===== src/rtl/psram_axi4_rd_slv_buf.sv =====
// AXI4 read slave for the PSRAM user port: FIXED/INCR/WRAP bursts, range/protocol checks, FIFO-buffered R data.
// Latency: usr_rvalid_i -> rvalid one cycle. Backpressure: R stall fills the FIFO and new user requests stop on its credit.
module psram_axi4_rd_slv_buf #(
  parameter int DATA_WIDTH    = 32,
  parameter int ID_WIDTH      = 4,
  parameter int ADDR_WIDTH    = 32,
  parameter int USR_ADDR_SIZE = 64*1024*1024,
  parameter int FIFO_DEPTH    = 4,
  localparam int DATA_BLOG      = $clog2(DATA_WIDTH/8),
  localparam int USR_ADDR_WIDTH = $clog2(USR_ADDR_SIZE)
) (
  input  logic                                aclk,
  input  logic                                aresetn,
  input  logic [ID_WIDTH-1:0]                 arid,
  input  logic [ADDR_WIDTH-1:0]               araddr,
  input  logic [7:0]                          arlen,
  input  logic [2:0]                          arsize,
  input  logic [1:0]                          arburst,
  input  logic                                arvalid,
  output logic                                arready,
  output logic [ID_WIDTH-1:0]                 rid,
  output logic [DATA_WIDTH-1:0]               rdata,
  output logic [1:0]                          rresp,
  output logic                                rlast,
  output logic                                rvalid,
  input  logic                                rready,
  output logic                                usr_xfer_start_o,
  output logic [7:0]                          usr_len_o,
  output logic [USR_ADDR_WIDTH-DATA_BLOG-1:0] usr_addr_o,
  input  logic [DATA_WIDTH-1:0]               usr_dat_i,
  input  logic                                usr_rvalid_i
);

  typedef enum logic [1:0] {IDLE, RUN, ERR} state_t;
  typedef logic [ADDR_WIDTH-1:0] addr_t;
  localparam int PW = $clog2(FIFO_DEPTH);

  state_t state, state_nxt;

  logic                                ready_en;
  logic [ID_WIDTH-1:0]                 id_q;
  addr_t                               addr_q;
  logic [7:0]                          len_q;
  logic [2:0]                          size_q;
  logic [1:0]                          burst_q;
  logic [1:0]                          resp_q;
  logic [8:0]                          issued;
  logic [8:0]                          returned;
  logic                                outstanding;
  logic                                start_q;
  logic [USR_ADDR_WIDTH-DATA_BLOG-1:0] uaddr_q;

  logic [DATA_WIDTH-1:0] mem [FIFO_DEPTH];
  logic [PW-1:0]         wr_ptr, rd_ptr;
  logic [PW:0]           fifo_count;
  logic                  fifo_nonempty;

  logic [1:0]  chk_resp;
  logic [16:0] incr_end;
  addr_t       align_mask;
  addr_t       bytes, wmask, next_addr;
  logic        ar_hs, push, pop, err_hs, beat_last, credit, issue;

  assign ar_hs         = arvalid && (state == IDLE) && ready_en;
  assign fifo_nonempty = (fifo_count != '0);
  assign push          = usr_rvalid_i && outstanding && (state == RUN);
  assign pop           = (state == RUN) && fifo_nonempty && rready;
  assign err_hs        = (state == ERR) && rready;
  assign beat_last     = (returned == 9'(len_q));
  // One slot is reserved for the request about to be issued; a same-cycle push already holds its slot.
  assign credit        = (32'(fifo_count) + 32'(push) + 32'd1) <= 32'(FIFO_DEPTH);
  assign issue         = (state == RUN) && (!outstanding || push) &&
                         (issued < (9'(len_q) + 9'd1)) && credit;

  assign incr_end   = 17'(araddr[11:0]) + ((17'(arlen) + 17'd1) << arsize);
  assign align_mask = (addr_t'(1) << arsize) - addr_t'(1);

  always_comb begin
    chk_resp = 2'b00;
    if ((araddr >> USR_ADDR_WIDTH) != '0) begin
      chk_resp = 2'b11;
    end else if ((arburst == 2'b11) ||
                 (32'(arsize) > DATA_BLOG) ||
                 ((arburst == 2'b10) && !(arlen inside {8'd1, 8'd3, 8'd7, 8'd15})) ||
                 ((arburst == 2'b10) && ((araddr & align_mask) != '0)) ||
                 ((arburst == 2'b01) && (incr_end > 17'd4096))) begin
      chk_resp = 2'b10;
    end
  end

  assign bytes = addr_t'(1) << size_q;
  assign wmask = ((addr_t'(len_q) + addr_t'(1)) << size_q) - addr_t'(1);

  always_comb begin
    next_addr = addr_q;
    case (burst_q)
      2'b01:   next_addr = (addr_q & ~(bytes - addr_t'(1))) + bytes;
      2'b10:   next_addr = (addr_q & ~wmask) | ((addr_q + bytes) & wmask);
      default: next_addr = addr_q;
    endcase
  end

  always_ff @(posedge aclk) begin
    if (!aresetn) state <= IDLE;
    else          state <= state_nxt;
  end

  always_comb begin
    state_nxt = state;
    arready   = 1'b0;
    rvalid    = 1'b0;
    rdata     = '0;
    rresp     = 2'b00;
    rlast     = 1'b0;
    case (state)
      IDLE: begin
        arready = ready_en;
        if (ar_hs) state_nxt = (chk_resp != 2'b00) ? ERR : RUN;
      end
      RUN: begin
        rvalid = fifo_nonempty;
        rdata  = fifo_nonempty ? mem[rd_ptr] : '0;
        rlast  = fifo_nonempty && beat_last;
        if (pop && beat_last) state_nxt = IDLE;
      end
      ERR: begin
        rvalid = 1'b1;
        rresp  = resp_q;
        rlast  = beat_last;
        if (err_hs && beat_last) state_nxt = IDLE;
      end
      default: state_nxt = IDLE;
    endcase
  end

  always_ff @(posedge aclk) begin
    if (!aresetn) begin
      ready_en    <= 1'b0;
      id_q        <= '0;
      addr_q      <= '0;
      len_q       <= '0;
      size_q      <= '0;
      burst_q     <= '0;
      resp_q      <= '0;
      issued      <= '0;
      returned    <= '0;
      outstanding <= 1'b0;
      start_q     <= 1'b0;
      uaddr_q     <= '0;
    end else begin
      ready_en <= 1'b1;
      start_q  <= 1'b0;
      if (ar_hs) begin
        id_q        <= arid;
        addr_q      <= araddr;
        len_q       <= arlen;
        size_q      <= arsize;
        burst_q     <= arburst;
        resp_q      <= chk_resp;
        issued      <= '0;
        returned    <= '0;
        outstanding <= 1'b0;
        if (chk_resp == 2'b00) begin
          start_q     <= 1'b1;
          uaddr_q     <= araddr[USR_ADDR_WIDTH-1:DATA_BLOG];
          issued      <= 9'd1;
          outstanding <= 1'b1;
        end
      end else begin
        if (issue) begin
          start_q     <= 1'b1;
          addr_q      <= next_addr;
          uaddr_q     <= next_addr[USR_ADDR_WIDTH-1:DATA_BLOG];
          issued      <= issued + 9'd1;
          outstanding <= 1'b1;
        end else if (push) begin
          outstanding <= 1'b0;
        end
        if (pop || err_hs) returned <= returned + 9'd1;
      end
    end
  end

  always_ff @(posedge aclk) begin
    if (!aresetn) begin
      wr_ptr     <= '0;
      rd_ptr     <= '0;
      fifo_count <= '0;
    end else begin
      if (push) wr_ptr <= wr_ptr + PW'(1);
      if (pop)  rd_ptr <= rd_ptr + PW'(1);
      fifo_count <= fifo_count + (PW+1)'(push) - (PW+1)'(pop);
    end
  end

  always_ff @(posedge aclk) begin
    if (push) mem[wr_ptr] <= usr_dat_i;
  end

  assign rid              = id_q;
  assign usr_xfer_start_o = start_q;
  assign usr_len_o        = len_q;
  assign usr_addr_o       = uaddr_q;

endmodule


===== config.mk =====
export PLATFORM = sky130hd
export DESIGN_NAME = psram_axi4_rd_slv_buf
export DESIGN_NICKNAME = d
export VERILOG_FILES = /design/src/rtl/psram_axi4_rd_slv_buf.sv
export SDC_FILE = /design/constraint.sdc
export NUM_CORES = 1
export LEC_CHECK = 0
export BUFFER_PORTS_ARGS = -buffer_cell sky130_fd_sc_hd__clkbuf_2
export CAP_MARGIN = 40
export CORE_MARGIN = 3
export CORE_UTILIZATION = 40
export DETAILED_ROUTE_END_ITERATION = 10
export GPL_ROUTABILITY_DRIVEN = 0
export GPL_TIMING_DRIVEN = 0
export SETUP_SLACK_MARGIN = 0.05
export SKIP_LAST_GASP = 1
export SLEW_MARGIN = 20
export SYNTH_ARGS = -nofsm -noshare
export SYNTH_HDL_FRONTEND = slang
export SYNTH_SLANG_ARGS = --single-unit

===== constraint.sdc =====
create_clock -name aclk -period 8.6 [get_ports aclk]
set_clock_uncertainty 0.15 [all_clocks]
set_input_delay 0.43 -clock aclk [delete_from_list [all_inputs] [get_ports aclk]]
set_output_delay 0.43 -clock aclk [all_outputs]
set_load 0.05 [all_outputs]

# [Word level (Yosys, flattened, before mapping)]
# Memories as Yosys holds them, arrays and structs flattened. A register that Yosys moved wholly into a read port is not among the register bits.
# Index checks and enable logic that the tools add are counted.
[word_totals] register_bits=105 ram_bits=128 input_bits=86 word_cells=138 memories=1
[classes] add_sub_neg=17 n_lt_le_gt_ge=4 n_eq_ne=16 shifts=4 n_mux=33 n_bitwise=8 n_reduce_logical=38
[memory_table] memory="mem" depth=4 word_bits=32 read_ports=1 rd_ports_with_merged_regs=1 wr=1 line="53" rtl="logic [DATA_WIDTH-1:0] mem [FIFO_DEPTH];"
[ops] operator="$and A32 B32 Y32" count=4
[ops] operator="$mux W32" count=4
[ops] operator="$sub A32 B1 Y32 const B" count=3
[ops] operator="$mux W24" count=3
[ops] operator="$add A32 B32 Y32" count=2
[ops] operator="$not A32 Y32" count=2
[ops] operator="$pmux W32 S2" count=1
[ops] operator="$reduce_bool A32 Y1" count=2
[ops] operator="$shl A1 B3 Y32 const A" count=2
[ops] operator="$or A32 B32 Y32" count=1
[ops] operator="$shl A9 B3 Y32" count=1
[ops] operator="$add A8 B1 Y9 const B" count=3
[ops] operator="$add A9 B1 Y9 const B" count=2
[ops] operator="$mux W2" count=9
[ops] operator="$mux W9" count=2
[ops] operator="$add A12 B17 Y17" count=1
[ops] operator="$gt A17 B13 Y1 const B" count=1
[ops] operator="$shl A9 B3 Y17" count=1
[ops] operator="$logic_and A1 B1 Y1" count=16
[ops] operator="$mux W1" count=11
[ops] operator="$eq A9 B8 Y1" count=1
[ops] operator="$lt A9 B9 Y1" count=1
[ops] operator="$reduce_bool A3 Y1" count=3
[ops] operator="$eq A2 B2 Y1 const B" count=4
[ops] operator="25 further kinds" count=40

# [Logic depth before layout (Yosys ltp)]
# Gate-level depths: netlist of run 1.
[logic_depth] word_depth=13 mapped_depth=24

# [Worst setup path before layout of run 1]
# Ideal clock, no wire load.
[synth_path] path_kind="in2reg" startpoint="in arsize[0]" endpoint="reg uaddr_q[13], in the netlist usr_addr_o[13]" setup_time_ns=0.117 arrival_ns=4.578 t_required_ns=8.333 setup_slack_ns=3.755 stages=23 n_path_buf=6 cell_sequence="clkbuf_1 -> clkbuf_1 -> clkbuf_1 -> clkbuf_1 -> nand2_1 -> o21ai_0 -> nand2_1 -> o21ai_0 -> o32ai_1 -> ha_1 -> clkbuf_1 -> a21o_1 -> a221oi_1 -> o21ai_0 -> mux2i_1 -> nor4b_1 -> a41oi_1 -> a31oi_2 -> o31ai_4 -> nor2_4 -> buf_8 -> inv_2 -> a32o_1"
[synth_between] elab_chain_len=12 word_cells_on_any_way=19 classes_between="add/sub: 2; order compare: 2; eq/ne: 1; shift: 2; mux: 2; bitwise: 1; reduce/logical: 9"
[synth_lines] element="start: declaration" line="17" rtl="input logic [2:0] arsize,"
[synth_lines] element="branches (longest 6 deep; another with $add A12 B17 Y17)"
[synth_lines] element="$logic_or A1 B1 Y1 (*)" line="85" rtl="((arburst == 2'b10) && ((araddr & align_mask) != '0)) ||"
[synth_lines] element="$mux W2 (*)" line="82" rtl="end else if ((arburst == 2'b11) ||"
[synth_lines] element="$mux W2 (*)" line="80" rtl="if ((araddr >> USR_ADDR_WIDTH) != '0) begin"
[synth_lines] element="$logic_not A2 Y1 (*)" line="163" rtl="if (chk_resp == 2'b00) begin"
[synth_lines] element="$ne A2 B1 Y1 (no source line) (*)"
[synth_lines] element="$reduce_and A2 Y1 (no source line) (*)"
[synth_lines] element="end signal: assignment" line="165" rtl="uaddr_q <= araddr[USR_ADDR_WIDTH-1:DATA_BLOG];"
[synth_lines] element="end signal: assignment" line="173" rtl="uaddr_q <= next_addr[USR_ADDR_WIDTH-1:DATA_BLOG];"
[synth_lines] element="end: declaration" line="51" rtl="logic [USR_ADDR_WIDTH-DATA_BLOG-1:0] uaddr_q;"
# Every way passes the cells marked *.
# A chain may end at the register's enable or synchronous reset.

# [Final worst setup path of run 1]
[layout_path] startpoint="in arsize[0]" endpoint="reg uaddr_q[21], in the netlist usr_addr_o[21]"
# Same word-level chain as after synthesis.

==> results of run 1 <==
[cell usage after synthesis (all sizes together) (24+ instances only)]
master	instances
nand2	168
edfxtp	128
dfxtp	101
o21ai	101
nor2	94
a21oi	74
clkbuf	73
and2	57
ha	54
inv	52
nand3	50
buf	41
a21boi	35
xnor2	35
mux4	32
nor3	32
xor2	30
mux2i	26
nand4	26
nor2b	24
[per-stage QoR]
step | cell area (um2) | power, mW | std cells | hold slack, ns | utilization [%]
3_5_place_dp | 16200 | 1.70 | 2176 | 0.311 | 45.2
4_1_cts | 17500 | 2.87 | 2260 | 0.0376 | 48.7
6_report | 17500 | 2.86 | 2263 | 0.0518 | 48.8
2_1_floorplan | 14700 | 1.54 | 1555 | 0.308 | -
3_3_place_gp | 16100 | 1.69 | 2168 | 0.291 | 44.8
5_1_grt | 17500 | 2.96 | 2263 | 0.0553 | 48.8
[how the worst max path moves through the flow]
stage | slack (ns) | end | cells past startpoint | from
finish | 2.71 | usr_addr_o[21] | 21 | arsize[0]
global route | 2.33 | usr_addr_o[21] | 21 | arsize[0]
CTS | 2.88 | usr_addr_o[21] | 21 | arsize[0]
detailed placement | 2.32 | usr_addr_o[21] | 21 | arsize[0]
global placement | 2.31 | usr_addr_o[19] | 21 | arsize[0]
floorplan | 3.75 | usr_addr_o[13] | 23 | arsize[0]
[area by class of cell]
type                       instances  area [um2]  share of cell area, %
multi-input combinational       1159        8170                   46.6
sequential                       229        5870                   33.5
inverter                          53         199                   1.14
tap                              461         577                   3.29
clock inverter                    17         208                   1.19
clock buffer                      30         686                   3.91
buffer                           114         505                   2.88
timing repair buffer             200        1310                   7.48
[critical path, cell delays in order]
cell and delay (ns):
clkbuf_1 0.26, clkbuf_1 0.45, clkbuf_1 0.41, clkbuf_1 0.40
o21ai_0 0.16, nand2_1 0.08, o21ai_0 0.14, o32ai_1 0.18
ha_1 0.28, clkbuf_1 0.22, a21o_1 0.23, a221oi_1 0.41
o21ai_0 0.27, a21oi_1 0.36, xor2_1 0.12, a41oi_1 0.25
a31oi_2 0.10, o31ai_4 0.58, clkbuf_1 0.53, o21ai_0 0.17
a21boi_1 0.18
[registers in the layout, indices dropped and copies added, names as in the netlist, 2 cells and up, named ones only]
| signal | count |
|---|---|
| mem | 128 |
| addr_q | 26 |
| usr_addr_o | 24 |
| issued | 9 |
| returned | 9 |
| usr_len_o | 8 |
| rid | 4 |
| fifo_count | 3 |
| size_q | 3 |
| burst_q | 2 |
| rd_ptr | 2 |
| resp_q | 2 |
| state | 2 |
| wr_ptr | 2 |
[report_power, final]
group | switching (mW) | internal (mW)
registers | 0.0176 | 1.17
logic | 0.335 | 0.174
clock network | 0.461 | 0.695
total | 0.814 | 2.04
[metal layers]
metal  global-route usage [%]  vias up
li1                         -     6258
met1                     29.8     6280
met2                     39.1      545
met4                     10.3        2
met5                        0        -
met3                     4.46      128
[kinds of logic after synthesis]
group | count (synthesis) | synth area share [%]
AND/OR/NAND/NOR | 561 | 19.9
AO/OA/AOI/OAI | 413 | 19.6
flip-flops | 229 | 39.8
buffers and inverters | 167 | 4.78
XOR/XNOR | 65 | 3.91
multiplexers | 63 | 7.04
adder cells (fa/ha/maj) | 57 | 4.99
==> run metrics, run 1 <==
status=completed; DRC=0; clk slew on worst S/H paths=0.07 ns; Ys Warns=0; postcts setup bufs=0; Met1 Routed Length=19.9 mm; Avg WL per Cell=20.9 um; metal2 WL=21.7 mm; MaxCap Viol Count=0; post-route setup TNS=0 ns; crit path time final=5.89 ns; Filler cells=3447; power density cells=163 nW/um2; hpwl dp=35.3 mm; Critical Path Fanout Max=10; Crit Path Class=primary input to flop; RR Startpoint=size_q[2]; Port Buffers=152; Core ar.=35900 um2; RSZ-0062 raised after global routing=false; first-pass GRT wire length=72.6 mm; Mean Syn Cell Area=9.48 um2; fin nets=1926; dpl ws=2.32 ns; routed vias=13213; CP arrival=6.21 ns; Max Buffers Root-to-Sink=3; Final Max Slew Viols=0; CTS root buffer=clkbuf_16; most common cell after layout, fill and taps aside=nand2_1; CTS tree=yes; row count=69; WP data required=8.92 ns; final setup vio count=0; final hold violations=0; met3 WL=3.47 mm; overflow left after global routing=0; Worst-Skew Late Latency=0.55 ns; asr flop ratio synth=0%; Seq/Total Area, Yosys=39.8%; die area=39200 um2; H-tree level count=1; hold_buf cts=37; worst vdd rail ir drop=0.114 mV; ANT cells=0; synth-to-layout area growth=18.9%; worst hold endpoint=addr_q[10]; io pins=160; CTS Buf Count=26; Reg2Reg Setup Slack=3.08 ns; Leak=6.58 nW; HP Start=araddr[10]; Total Routed Length=47.4 mm; antenna violations before repair=1; Slew headroom=40.7%; number of global-route vias before repair=12960; Max Freq=170 MHz; class of the worst hold path=primary input to flop; starting density of the core=41.0%; Final Worst Setup Slack=2.71 ns; number of gates resized after CTS=0; die height=198 um; post-synthesis cell count=1555; Vias/cell=5.84; worst-margin pin slew=0.889 ns; First DRT Iteration DRCs=1059; die outline width=198 um; CP Capture Type=flop; Post-synth EDFFs=128; ANT nets after route=0; area share of the largest cell type after synthesis=26.1%; Synth Net Count=1698; clock sink total=229; worst reg2reg path depth=19; mapped cell area=14700 um2; Highest Signal Layer=met5; CP Launch Type=primary input; commonest cells after routing, fill and taps aside=168 x nand2_1, 152 x clkbuf_2, 128 x edfxtp_1; ys flop type=edfxtp_1; Synth Register Bits=229; number of detailed-route iterations in the first pass=6; GRT Overall Usage=23.5%; hold path depth=3; final worst-path cycle share=68.5%; largest net degree at the start of global routing=21; Crit Reg-Reg Endpoint=addr_q[12]; cell taking the most area after synthesis=edfxtp_1; top post-synthesis cells by area=edfxtp_1 26%, dfxtp_1 14%, mux4_2 4.9%; ratio of cells with drive above 1 in the final layout=17.2%; Yosys cell types=105
No activity file was read; power rests on OpenSTA's default activity.
==> inputs of run 2 (changes only) <==
--- a/config.mk
+++ b/config.mk
@@ -5,6 +5,7 @@
 export SDC_FILE = /design/constraint.sdc
 export NUM_CORES = 1
 export LEC_CHECK = 0
+export ABC_AREA = 1
 export BUFFER_PORTS_ARGS = -buffer_cell sky130_fd_sc_hd__clkbuf_2
 export CAP_MARGIN = 40
 export CORE_MARGIN = 3
==> constraint.sdc (replaced) <==
create_clock -name aclk -period 5.6 [get_ports aclk]
set_clock_uncertainty 0.15 [all_clocks]
set_input_delay 0.28 -clock aclk [delete_from_list [all_inputs] [get_ports aclk]]
set_output_delay 0.28 -clock aclk [all_outputs]
set_load 0.05 [all_outputs]
==> run 2 against run 1 <==
Synthesized area decreased by 0.33%. Largest power group unchanged. Setup slack got worse by 2.0 ns. Clock power increased by 44%. Sequential share of layout area decreased by 0.10 points. Total power increased by 49%.
==> run metrics, run 2 <==
Slew headroom=43.1% (was 40.7%); Total Routed Length=47.9 mm (was 47.4 mm); Leak=7.91 nW (was 6.58 nW); WP data required=5.88 ns (was 8.92 ns); Avg WL per Cell=17.4 um (was 20.9 um); CP Capture Type=flop (unchanged); HP Start=araddr[16] (was araddr[10]); power consumption=4.24 mW (was 2.86 mW); row count=69 (unchanged); class of the worst hold path=primary input to flop (unchanged); DRC=0 (unchanged); status=completed (unchanged); CTS tree=yes (unchanged); ys flop type=edfxtp_1 (unchanged); Filler cells=3608 (was 3447); post-route setup TNS=0 ns (unchanged); die height=198 um (about the same); Yosys cell types=54 (was 105); hold_buf cts=57 (was 37); Largest register FFs=128 (unchanged); CP Launch Type=flop (was primary input); number of gates resized after CTS=0 (unchanged); H-tree level count=1 (unchanged); commonest cells after routing, fill and taps aside=462 x nand2_1, 245 x nor2_1, 222 x inv_1 (was 168 x nand2_1, 152 x clkbuf_2, 128 x edfxtp_1); CTS Buf Count=26 (unchanged); io pins=160 (unchanged); largest register by flop count=mem (unchanged); clk slew on worst S/H paths=0.06 ns (was 0.07 ns); mapped cell area=14700 um2 (about the same); cell taking the most area after synthesis=edfxtp_1 (unchanged); final hold violations=0 (unchanged); overflow left after global routing=0 (unchanged); first-pass GRT wire length=74.3 mm (was 72.6 mm); post-synthesis cell count=2023 (was 1555); Final Max Slew Viols=0 (unchanged); worst vdd rail ir drop=0.176 mV (was 0.114 mV); CP arrival=5.18 ns (was 6.21 ns); Core ar.=35900 um2 (unchanged); Synth Net Count=2166 (was 1698); largest net degree at the start of global routing=24 (was 21); most common cell after layout, fill and taps aside=nand2_1 (unchanged); crit path time final=4.90 ns; starting density of the core=40.9% (was 41.0%); RR Startpoint=usr_len_o[0] (was size_q[2]); GRT Overall Usage=23.9% (was 23.5%); power density cells=241 nW/um2 (was 163 nW/um2); Port Buffers=158 (was 152); Max Buffers Root-to-Sink=3 (unchanged); fin nets=2414 (was 1926); First DRT Iteration DRCs=1264 (was 1059); Placed Cells=2647 (was 2176); Crit Path Class=flop to flop (was primary input to flop); antenna violations before repair=0 (was 1); postcts setup bufs=0 (unchanged); Final Worst Setup Slack=0.698 ns (was 2.71 ns); Ys Warns=0 (unchanged); ratio of cells with drive above 1 in the final layout=13.3% (was 17.2%); die area=39100 um2 (was 39200 um2); final setup vio count=0 (unchanged); asr flop ratio synth=0% (unchanged); dpl ws=0.743 ns (was 2.32 ns); CP Launch Point=usr_len_o[0] (was arsize[0]); worst-margin pin slew=0.853 ns (was 0.889 ns); top post-synthesis cells by area=edfxtp_1 26%, dfxtp_1 14%, nand2_1 12% (was edfxtp_1 26%, dfxtp_1 14%, mux4_2 4.9%); ANT nets after route=0 (unchanged); Commonest cells post-synth=462 x nand2_1, 249 x nor2_1, 222 x inv_1, 196 x nand3_1, 166 x o21ai_0 (was 168 x nand2_1, 128 x edfxtp_1, 101 x dfxtp_1, 93 x nor2_1, 88 x o21ai_0); Critical Path Fanout Max=10 (unchanged); RSZ-0062 raised after global routing=false (unchanged); routed vias=14478 (was 13213); Post-synth EDFFs=128 (unchanged); final worst-path cycle share=87.5%; number of global-route vias before repair=13803 (was 12960); ANT cells=0 (unchanged); Mean Syn Cell Area=7.26 um2 (was 9.48 um2); Max Freq=204 MHz; number of detailed-route iterations in the first pass=7 (was 6); Synth Register Bits=229 (unchanged); Worst-Skew Late Latency=0.53 ns (was 0.55 ns); top-count cell post-synth=nand2_1 (unchanged); Vias/cell=5.26 (was 5.84); clock sink total=229 (unchanged); hpwl dp=36.3 mm (was 35.3 mm); Seq/Total Area, Yosys=39.9% (was 39.8%); synth-to-layout area growth=19.7% (was 18.9%); area share of the largest cell type after synthesis=26.2% (was 26.1%); CTS root buffer=clkbuf_16 (unchanged); final std cells w/o fill=2752 (was 2263); die outline width=198 um (about the same); MaxCap Viol Count=0 (unchanged)
## run 2: cell count changes in the layout (fill, tap and decap cells not counted), moves of 52 or more
cell     delta
nand2_1   +294
inv_1     +171
nor2_1    +152
nand3_1   +150
o21ai_0    +78
and2_1     -52
## run 2: metrics by stage
step	utilization, %	hold slack, ns	cell area [um2]
detailed placement	45.0	0.255	16200
CTS	49.0	0.00129	17600
global route	49.0	0.0433	17600
finish	49.0	0.00298	17600
global placement	44.7	0.252	16100
floorplan	-	0.158	14700
## run 2: kinds of logic after synthesis
group,Yosys count,synth area share (%)
XOR/XNOR,44,2.62
multiplexers,1,0.0681
AND/OR/NAND/NOR,1036,31.0
adder cells (fa/ha/maj),57,5.01
flip-flops,229,39.9
AO/OA/AOI/OAI,339,12.8
buffers and inverters,317,8.57
## run 2: routing by layer
metal	GRT usage, %	wire [um]	share of wire (%)	up-vias
met2	40.8	22200	46	524
met4	9.17	1970	4.1	0
met5	0	0	0	-
met1	31.1	20200	42	6619
met3	2.90	3460	7.2	108
li1	-	-	-	7227
## run 2: critical path: stages, from the launching register on
cell       delay (ns)
dfxtp_1          0.63
ha_1             0.29
nand2_2          0.11
nor2_1           0.15
nand2_1          0.12
nor2_1           0.25
inv_1            0.15
ha_1             0.32
nand2_1          0.07
nor2_1           0.14
o211ai_1         0.12
o2111ai_1        0.16
a211oi_1         0.08
nand2_1          0.20
inv_1            0.15
nor2_1           0.33
clkinv_1         0.60
clkbuf_1         0.41
o21ai_0          0.23
inv_1            0.05
nand2_1          0.06
inv_1            0.04
## run 2: area by class of cell
type                    count  area (um2)  area share, %
multi-input cells        1477        7600           43.2
flip-flops and latches    229        5870           33.4
repair buffers            220        1450           8.26
inverters                 245         922           5.25
clock buffers              38         709           4.04
well taps                 461         577           3.28
plain buffers              72         337           1.91
clock inverters            10         121          0.690
## run 2: final timing paths
kind | endpoint | slack [ns] | depth (start not counted)
setup / recovery | addr_q[12] | 0.70 | 21
hold / removal | addr_q[16] | 0.003 | 5
setup reg to reg | addr_q[12] | 0.70 | 21
hold reg to reg | rid[1] | 0.30 | 2
## run 2: power by group
group	total (mW)	switching [mW]	internal (mW)
Clock	1.67	0.693	0.978
Sequential	1.83	0.0351	1.80
Combinational	0.743	0.497	0.246
Total	4.24	1.22	3.02
==> inputs of run 3 (changes only) <==
--- a/config.mk
+++ b/config.mk
@@ -9,10 +9,12 @@
 export BUFFER_PORTS_ARGS = -buffer_cell sky130_fd_sc_hd__clkbuf_2
 export CAP_MARGIN = 40
 export CORE_MARGIN = 3
-export CORE_UTILIZATION = 40
+export CORE_UTILIZATION = 60
 export DETAILED_ROUTE_END_ITERATION = 10
 export GPL_ROUTABILITY_DRIVEN = 0
 export GPL_TIMING_DRIVEN = 0
+export PLACE_DENSITY = 0.81
+export RECOVER_POWER = 25
 export SETUP_SLACK_MARGIN = 0.05
 export SKIP_LAST_GASP = 1
 export SLEW_MARGIN = 20
==> run 3 against run 2 <==
Clock power is 9% lower. Register-to-register slack worse by 0.15 ns. Final cell count is 5.2% lower. Via count is 4.2% higher. Fmax is 3.0% lower. Sequential power hardly changed. Utilization is 24 points higher. Die area is 32% lower. Routed wire length is 4.9% lower. Combinational power is 0.9% lower. Critical path type unchanged.
==> run metrics, run 3 (synthesis results as in run 2) <==
first-pass GRT wire length=71.2 mm (was 74.3 mm); area of the multi-input gates=7600 um2 (unchanged); Slew headroom=47.0% (was 43.1%); die area=26400 um2 (was 39100 um2); Final Max Slew Viols=0 (unchanged); power density cells=236 nW/um2 (was 241 nW/um2); internal power=2.88 mW (was 3.02 mW); number of gates resized after CTS=0 (unchanged); Core ar.=23800 um2 (was 35900 um2); hold_buf cts=58 (was 57); H-tree level count=1 (unchanged); Avg WL per Cell=17.5 um (was 17.4 um); Vias/cell=5.78 (was 5.26); synth-to-layout area growth=17.8% (was 19.7%); Largest register FFs=128 (unchanged); switching share of power=29.5% (was 28.9%); Worst-Skew Late Latency=0.52 ns (was 0.53 ns); final hold violations=0 (unchanged); Total Routed Length=45.6 mm (was 47.9 mm); post-route setup TNS=0 ns (unchanged); Max Freq=198 MHz (was 204 MHz); metal2 WL=21.4 mm (was 22.2 mm); fin nets=2414 (unchanged); die height=162 um (was 198 um); postcts setup bufs=0 (unchanged); CTS tree=yes (unchanged); CP Launch Type=flop (unchanged); sequential power share=44.8% (was 43.1%); Leak=7.79 nW (was 7.91 nW); largest net degree at the start of global routing=23 (was 24); final worst-path cycle share=90.2% (was 87.5%); Met1 Routed Length=17.2 mm (was 20.2 mm); routed vias=15086 (was 14478); crit path time final=5.05 ns (was 4.90 ns); combinational share of power=18.0% (was 17.5%); worst-margin pin slew=0.795 ns (was 0.853 ns); Reg2Reg Setup Slack=0.55 ns (was 0.70 ns); First DRT Iteration DRCs=1705 (was 1264); Final Worst Setup Slack=0.547 ns (was 0.698 ns); final setup vio count=0 (unchanged); GRT Overall Usage=33.4% (was 23.9%); hold path depth=3 (was 5); Highest Signal Layer=met4 (unchanged); CTS root buffer=clkbuf_16 (unchanged); most common cell after layout, fill and taps aside=nand2_1 (unchanged); worst reg2reg path depth=21 (unchanged); ratio of cells with drive above 1 in the final layout=12.1% (was 13.3%); die outline width=162 um (was 198 um); worst vdd rail ir drop=0.217 mV (was 0.176 mV); DRC=0 (unchanged); Crit Path Class=flop to flop (unchanged); CP Capture Type=flop (unchanged); ANT nets after route=0 (unchanged); Crit Reg-Reg Endpoint=addr_q[23] (was addr_q[12]); overflow left after global routing=0 (unchanged); antenna violations before repair=0 (unchanged); hpwl dp=33.4 mm (was 36.3 mm); number of detailed-route iterations in the first pass=8 (was 7); WP data required=5.87 ns (was 5.88 ns); clock sink total=229 (unchanged); power share of the clock group=37.1% (was 39.4%); MaxCap Viol Count=0 (unchanged); class of the worst hold path=primary input to flop (unchanged); worst hold endpoint=size_q[1] (was addr_q[16]); HP Start=arsize[1] (was araddr[16]); Max Buffers Root-to-Sink=3 (unchanged); status=completed (unchanged); io pins=160 (unchanged); CTS Buf Count=25 (was 26); row count=56 (was 69); largest register by flop count=mem (unchanged); ANT cells=0 (unchanged); clk slew on worst S/H paths=0.07 ns (was 0.06 ns); RR Startpoint=usr_len_o[0] (unchanged); commonest cells after routing, fill and taps aside=462 x nand2_1, 245 x nor2_1, 222 x inv_1 (unchanged); met3 WL=4.80 mm (was 3.46 mm); starting density of the core=61.8% (was 40.9%); NetSw=1.20 mW (was 1.22 mW); hold_ws=0.0432 ns (was 0.00298 ns); Filler cells=1886 (was 3608); CP arrival=5.32 ns (was 5.18 ns); area occupied by registers=5870 um2 (unchanged); number of global-route vias before repair=14320 (was 13803); dpl ws=0.819 ns (was 0.743 ns); Port Buffers=158 (unchanged); RSZ-0062 raised after global routing=false (unchanged); Critical Path Fanout Max=10 (unchanged)
-- run 3: critical path: stages, from the launching register on --
cell       delay, ns
dfxtp_1         0.61
ha_1            0.28
nand2_2         0.11
nor2_1          0.16
nand2_1         0.12
nor2_1          0.29
inv_1           0.17
ha_1            0.32
nand2_1         0.07
nor2_1          0.14
o211ai_1        0.11
o2111ai_1       0.16
a211oi_1        0.08
nand2_1         0.18
inv_1           0.13
nor2_1          0.40
clkinv_1        0.60
clkbuf_1        0.40
o21ai_0         0.28
inv_1           0.08
nand2_1         0.07
inv_1           0.04
-- run 3: layout make-up --
cell class	instances	area share [%]
Inverter	245	5.33
Multi-Input combinational cell	1477	43.9
Clock inverter	14	0.535
Buffer	72	1.94
Timing Repair Buffer	221	8.29
Sequential cell	229	33.9
Clock buffer	31	3.80
Tap cell	319	2.31
-- run 3: metrics by stage --
stage / util [%] / total power [mW] / instance area [um2] / instances
final: 72.9 / 4.08 / 17300 / 2608
after floorplan: - / 2.34 / 14700 / 2023
after global routing: 72.9 / 4.23 / 17300 / 2608
after global placement: 66.9 / 2.53 / 15900 / 2500
after CTS: 73.0 / 4.06 / 17300 / 2607
after detailed placement: 67.4 / 2.54 / 16000 / 2504
-- run 3: routing by layer --
layer,vias up,global-route usage [%]
li1,7216,-
met3,159,6.00
met1,6850,40.8
met2,861,57.1
met5,-,0
met4,0,16.4
-- run 3: how the worst max path moves through the flow --
stage / from / to
2_1_floorplan: usr_len_o[0] / addr_q[16]
3_3_place_gp: usr_len_o[0] / addr_q[20]
3_5_place_dp: usr_len_o[0] / addr_q[23]
4_1_cts: usr_len_o[0] / addr_q[23]
5_1_grt: usr_len_o[0] / addr_q[20]
6_report: usr_len_o[0] / addr_q[23]
-- run 3: power by group through the flow --
stage               registers [mW]  clock network [mW]  logic (mW)
floorplan                     1.87                   0       0.465
global placement              1.86                   0       0.663
detailed placement            1.87                   0       0.678
CTS                           1.83                1.52       0.714
global route                  1.83                1.59       0.809
finish                        1.83                1.52       0.736
